**src/rtl/io_ccff_loader.sv**
```systemverilog
// Serial configuration loader for the io tile ccff chain: shifts a word-fed
// bitstream into the chain, recirculates it once, and compares CRC-8 of both passes.
module io_ccff_loader #(
  parameter int CHAIN_LEN = 8,
  parameter int WORD_W    = 8
) (
  input  logic              prog_clk,
  input  logic              pReset,
  input  logic              start,
  input  logic              abort,
  input  logic [WORD_W-1:0] cfg_data,
  input  logic              cfg_valid,
  output logic              cfg_ready,
  output logic              ccff_head,
  output logic              ccff_shift_en,
  input  logic              ccff_tail,
  output logic              busy,
  output logic              done,
  output logic              err
);

  localparam int CW = $clog2(CHAIN_LEN + 1);
  localparam int BW = (WORD_W > 1) ? $clog2(WORD_W) : 1;
  localparam logic [CW-1:0] LEN      = CW'(CHAIN_LEN);
  localparam logic [CW-1:0] ONE      = CW'(1);
  localparam logic [BW-1:0] LAST_BIT = BW'(WORD_W - 1);

  typedef enum logic [2:0] {
    S_IDLE   = 3'd0,
    S_FETCH  = 3'd1,
    S_SHIFT  = 3'd2,
    S_RECIRC = 3'd3,
    S_CHECK  = 3'd4
  } state_t;

  state_t            r_state;
  state_t            w_state_next;
  logic [WORD_W-1:0] r_shift;
  logic [CW-1:0]     r_remaining;
  logic [BW-1:0]     r_bitcnt;
  logic [7:0]        r_crc_load;
  logic [7:0]        r_crc_read;
  logic              r_head_last;
  logic              r_done;
  logic              r_err;
  logic              w_last_bit;
  logic              w_word_end;
  logic              w_kill;

  function automatic logic [7:0] crc8_step(input logic [7:0] crc, input logic bit_in);
    logic fb;
    fb = crc[7] ^ bit_in;
    return {crc[6:0], 1'b0} ^ (fb ? 8'h07 : 8'h00);
  endfunction

  // r_remaining counts chain bits left in SHIFT, then recirculation cycles left in RECIRC
  assign w_last_bit = (r_remaining == ONE);
  assign w_word_end = w_last_bit || (r_bitcnt == LAST_BIT);
  assign w_kill     = abort && (r_state != S_IDLE);

  always_comb begin
    w_state_next = r_state;
    case (r_state)
      S_IDLE:   if (start && !abort) w_state_next = S_FETCH;
      S_FETCH:  if (cfg_valid) w_state_next = S_SHIFT;
      S_SHIFT:  if (w_word_end) w_state_next = w_last_bit ? S_RECIRC : S_FETCH;
      S_RECIRC: if (w_last_bit) w_state_next = S_CHECK;
      S_CHECK:  w_state_next = S_IDLE;
      default:  w_state_next = S_IDLE;
    endcase
    if (w_kill) w_state_next = S_IDLE;
  end

  // Abort gates the strobes in its own cycle so neither the chain nor the source moves
  always_comb begin
    cfg_ready     = 1'b0;
    ccff_shift_en = 1'b0;
    ccff_head     = 1'b0;
    case (r_state)
      S_FETCH: begin
        cfg_ready = !abort;
        ccff_head = r_head_last;
      end
      S_SHIFT: begin
        ccff_shift_en = !abort;
        ccff_head     = r_shift[0];
      end
      S_RECIRC: begin
        ccff_shift_en = !abort;
        ccff_head     = ccff_tail;
      end
      S_CHECK:  ccff_head = r_head_last;
      default:  ccff_head = 1'b0;
    endcase
  end

  assign busy = (r_state != S_IDLE);
  assign done = r_done;
  assign err  = r_err;

  always_ff @(posedge prog_clk) begin
    if (!pReset) begin
      r_state     <= S_IDLE;
      r_shift     <= '0;
      r_remaining <= '0;
      r_bitcnt    <= '0;
      r_crc_load  <= '0;
      r_crc_read  <= '0;
      r_head_last <= 1'b0;
      r_done      <= 1'b0;
      r_err       <= 1'b0;
    end else begin
      r_state     <= w_state_next;
      r_head_last <= ccff_head;
      r_done      <= 1'b0;
      case (r_state)
        S_IDLE: begin
          if (start && !abort) begin
            r_remaining <= LEN;
            r_bitcnt    <= '0;
            r_crc_load  <= '0;
            r_crc_read  <= '0;
            r_err       <= 1'b0;
          end
        end
        S_FETCH: begin
          if (cfg_valid) begin
            r_shift  <= cfg_data;
            r_bitcnt <= '0;
          end
        end
        S_SHIFT: begin
          r_shift    <= r_shift >> 1;
          r_bitcnt   <= r_bitcnt + 1'b1;
          r_crc_load <= crc8_step(r_crc_load, r_shift[0]);
          r_remaining <= (w_word_end && w_last_bit) ? LEN : (r_remaining - ONE);
        end
        S_RECIRC: begin
          r_remaining <= r_remaining - ONE;
          r_crc_read  <= crc8_step(r_crc_read, ccff_tail);
        end
        S_CHECK: begin
          r_done <= 1'b1;
          r_err  <= (r_crc_load != r_crc_read);
        end
        default: ;
      endcase
      if (w_kill) begin
        r_done <= 1'b0;
        r_err  <= 1'b0;
      end
    end
  end

endmodule

```
**config.mk**
```make
export PLATFORM = sky130hd
export DESIGN_NAME = io_ccff_loader
export DESIGN_NICKNAME = d
export VERILOG_FILES = /design/src/rtl/io_ccff_loader.sv
export SDC_FILE = /design/constraint.sdc
export NUM_CORES = 1
export LEC_CHECK = 0
export ABC_CLOCK_PERIOD_IN_PS = 1800
export CAP_MARGIN = 10
export CORE_UTILIZATION = 40
export CTS_BUF_LIST = sky130_fd_sc_hd__clkbuf_8
export CTS_CLUSTER_SIZE = 12
export DETAILED_ROUTE_END_ITERATION = 10
export DONT_BUFFER_PORTS = 1
export SYNTH_ARGS = -nofsm -noshare
export SYNTH_HDL_FRONTEND = slang
export SYNTH_SLANG_ARGS = --single-unit
export TNS_END_PERCENT = 100
```
**constraint.sdc**
```tcl
create_clock -name prog_clk -period 1.8 [get_ports prog_clk]
set_clock_uncertainty 0.15 [all_clocks]
set_input_delay 0.36 -clock prog_clk [delete_from_list [all_inputs] [get_ports prog_clk]]
set_output_delay 0.36 -clock prog_clk [all_outputs]
set_load 0.01 [all_outputs]
```
==> impl_metrics.yaml <==
worst_hold_path:
  worst_hold_path_type: "input port to register"
  hold_path_depth: 1
synth:
  synth.mux.area_fraction: 0.0115
  avgSynthCellArea_sq_um: 9.21
  synth_nets: 218
  async_reset_ff_frac: 0
  yosysTopAreaCell: "dfxtp_1"
  ys_warn_count: 0
  syn_inst: 200
  synthXorXnorAreaFrac: 0.0666
  synth_edf_count: 0
  ys_ff_latch: 37
  synthAdderAreaFrac: 0.0272
  synth_compound_area_frac: 0.224
  seq_area_frac_synth: 0.402
  synthSimpleGateAreaFrac: 0.215
  synthTopCellsByArea: "dfxtp_1 (40%), a22oi_1 (8.6%), nor2_1 (6.3%)"
  synth_top_family_by_area: "compound AO/OA/AOI/OAI gates"
  ys.flop_type: "dfxtp_1"
  yosysTopAreaCellShare: 0.402
  synth.distinct_cells: 46
  syn_area_sq_um: 1840
critical_path:
  end_kind: "output port"
  path_cells: "inv_6 -> mux2_2 -> o32ai_4"
  max_stage_delay_ns: 0.39
  crit_path_start_kind: "register"
  crit_buf_inv: 1
  reg2reg_depth: 5
  crit_cells: 3
  cp_top_family: "flip-flops"
  critPathKind: "register to output port"
  path_max_fanout: 8
  worstPathRequired_ns: 1.29
  cp_slowest_cell: "dfxtp_4"
  critPathArrivalTime_ns: 1.25
power:
  cellLeakagePower_nw: 0.762
  clock_power_share: 0.345
  p_switching_mw: 0.592
  p_int_mw: 1.52
  pwr-share-comb: 0.215
  seqPwrFrac: 0.440
  ir_drop_v: 0.000443
  finalPower_mw: 2.11
  power_density_nw_per_um2: 995
  swShare: 0.281
sta:
  tightest_slew_ns: 0.456
  slew_viol_final: 0
  min_period_over_period: 0.980
  hold_viol_final: 0
  slew_headroom: 0.696
  clock.fmax_ghz: 0.567
  post-route-min-period_ns: 1.76
  grt_setup_unrepaired: "yes"
  setup_viol: 0
  holdWs_ns: 0.0440
  setup_tns_ns: 0
cells_and_area:
  area_growth_pct: 15.0
  multi_input_comb_area_sq_um: 1030
  drive_above_1_share: 0.203
  layout_common_cells: "dfxtp_1 (34), nor2_1 (30), a22oi_1 (21)"
  nFillCells: 420
  fin_util: 0.483
  nets: 229
  layout_commonest_cell: "dfxtp_1"
  diodes: 0
  fin_cells: 264
  ff_latch_area_sq_um: 752
clocking:
  path_clk_slew_ns: 0.07
  clockRootBuffer: "clkbuf_8"
  clk_latency_ns: 0.29
  cts_max_path_buffers: 2
  cts_tree: "built"
  clock_sinks: 37
  post-cts-setup-buffer-count: 0
  htreeDepth: 2
  cts_buffers: 5
route:
  ant_nets: 0
  wirelength_um: 4060
  wl_per_cell_um: 15.4
  drt_iter0_drc: 69
  drc: 0
  dr_total_vias: 1479
  dr.pass1.iters: 5
  viasPerCell: 5.60
floorplan:
  ios: 20
  row_count: 24
  coreArea_sq_um: 4380
  die_w_um: 69.9
  dieArea_sq_um: 4880
  start_util: 0.420
  die_h_um: 69.9
place:
  dpl.hpwl_um: 2960
  place_congestion: 0.904
  io_buffers: 0
  dp_cells: 255
global_routing:
  antenna_found_initial: 0
  grt_pass1_wl_um: 6670
  grt_overflow_total: 0
  grt_start_max_net_pins: 33
  grt_pass1_vias: 1417
  grt_usage: 0.174
run:
  cap_violations: 0
outcome:
  run_status: "complete, no violations"
power by group through the flow:
stage	registers [mW]	logic [mW]	clock network, mW
after floorplan	0.914	0.350	0
after global placement	0.934	0.419	0
after detailed placement	0.938	0.437	0
after CTS	0.924	0.446	0.745
after global routing	0.933	0.502	0.772
final	0.928	0.454	0.727
synthesized netlist by cell type, types with 2 or more instances:
cell / number
a211oi_1: 5
a21oi_1: 10
a22oi_1: 21
a32oi_1: 2
and2_1: 2
buf_2: 4
buf_4: 4
clkbuf_1: 3
dfxtp_1: 37
ha_1: 4
inv_1: 6
nand2_1: 8
nand2_2: 2
nand2b_1: 3
nor2_1: 31
nor3_1: 8
nor3b_2: 2
nor4_1: 3
o21ai_0: 2
o22ai_1: 4
o2bb2ai_1: 2
xnor2_1: 10
xor2_1: 4
final timing paths:
| check | from | endpoint | slack, ns |
|---|---|---|---|
| max | r_state[0] | ccff_head | 0.04 |
| max reg2reg | r_state[2] | r_remaining[3] | 0.18 |
| min | pReset | r_head_last | 0.04 |
| min reg2reg | r_shift[2] | r_shift[2] | 0.31 |
sequential cells by signal (all words and copies together), names as in the netlist:
name and count:
r_bitcnt 3, r_head_last 1, r_crc_load 8, r_crc_read 8, done 1, r_remaining 4, r_state 3, r_shift 8
err 1
cell families after synthesis:
group / Yosys count
AOI/OAI and AO/OA: 53
xor gates and xnor gates: 14
adders and majority gates: 4
buffers and inverters: 19
DFF: 37
muxes: 2
and+or+nand+nor: 71
repair_timing:
action                                  in CTS  in global routing
endpoints found under the setup margin       3                  4
hold buffers                                 1                  0
pin swaps                                    1                  1
endpoints found under the hold margin        1                  0
resized for setup                            8                  5
through the flow:
step	setup WS [ns]	instance area, sq um
after floorplan	0.232	1840
after global placement	0.0569	1950
after detailed placement	0.0911	1950
after CTS	0.0244	2100
after global routing	-0.0159	2120
final	0.0361	2120
layer usage:
layer  share of wire  GRT usage
met5               0          0
met2            0.47      0.279
met1            0.46      0.220
met4          0.0062     0.0733
met3           0.060     0.0462
worst reg2reg max path: stages (launching register included):
cell and delay [ns]:
dfxtp_4 0.39, buf_4 0.18, nand2b_2 0.22, a21oi_1 0.26, o21ai_0 0.17, o211a_1 0.15
area by class of cell:
class                   instances  area share
clock buffers                   6      0.0390
clock inverters                 2      0.0159
inverters                       7      0.0148
flip-flops and latches         37       0.355
repair buffers                 16      0.0579
multi-input cells             144       0.487
well taps                      52      0.0307
(Power assumes the default switching activity.)
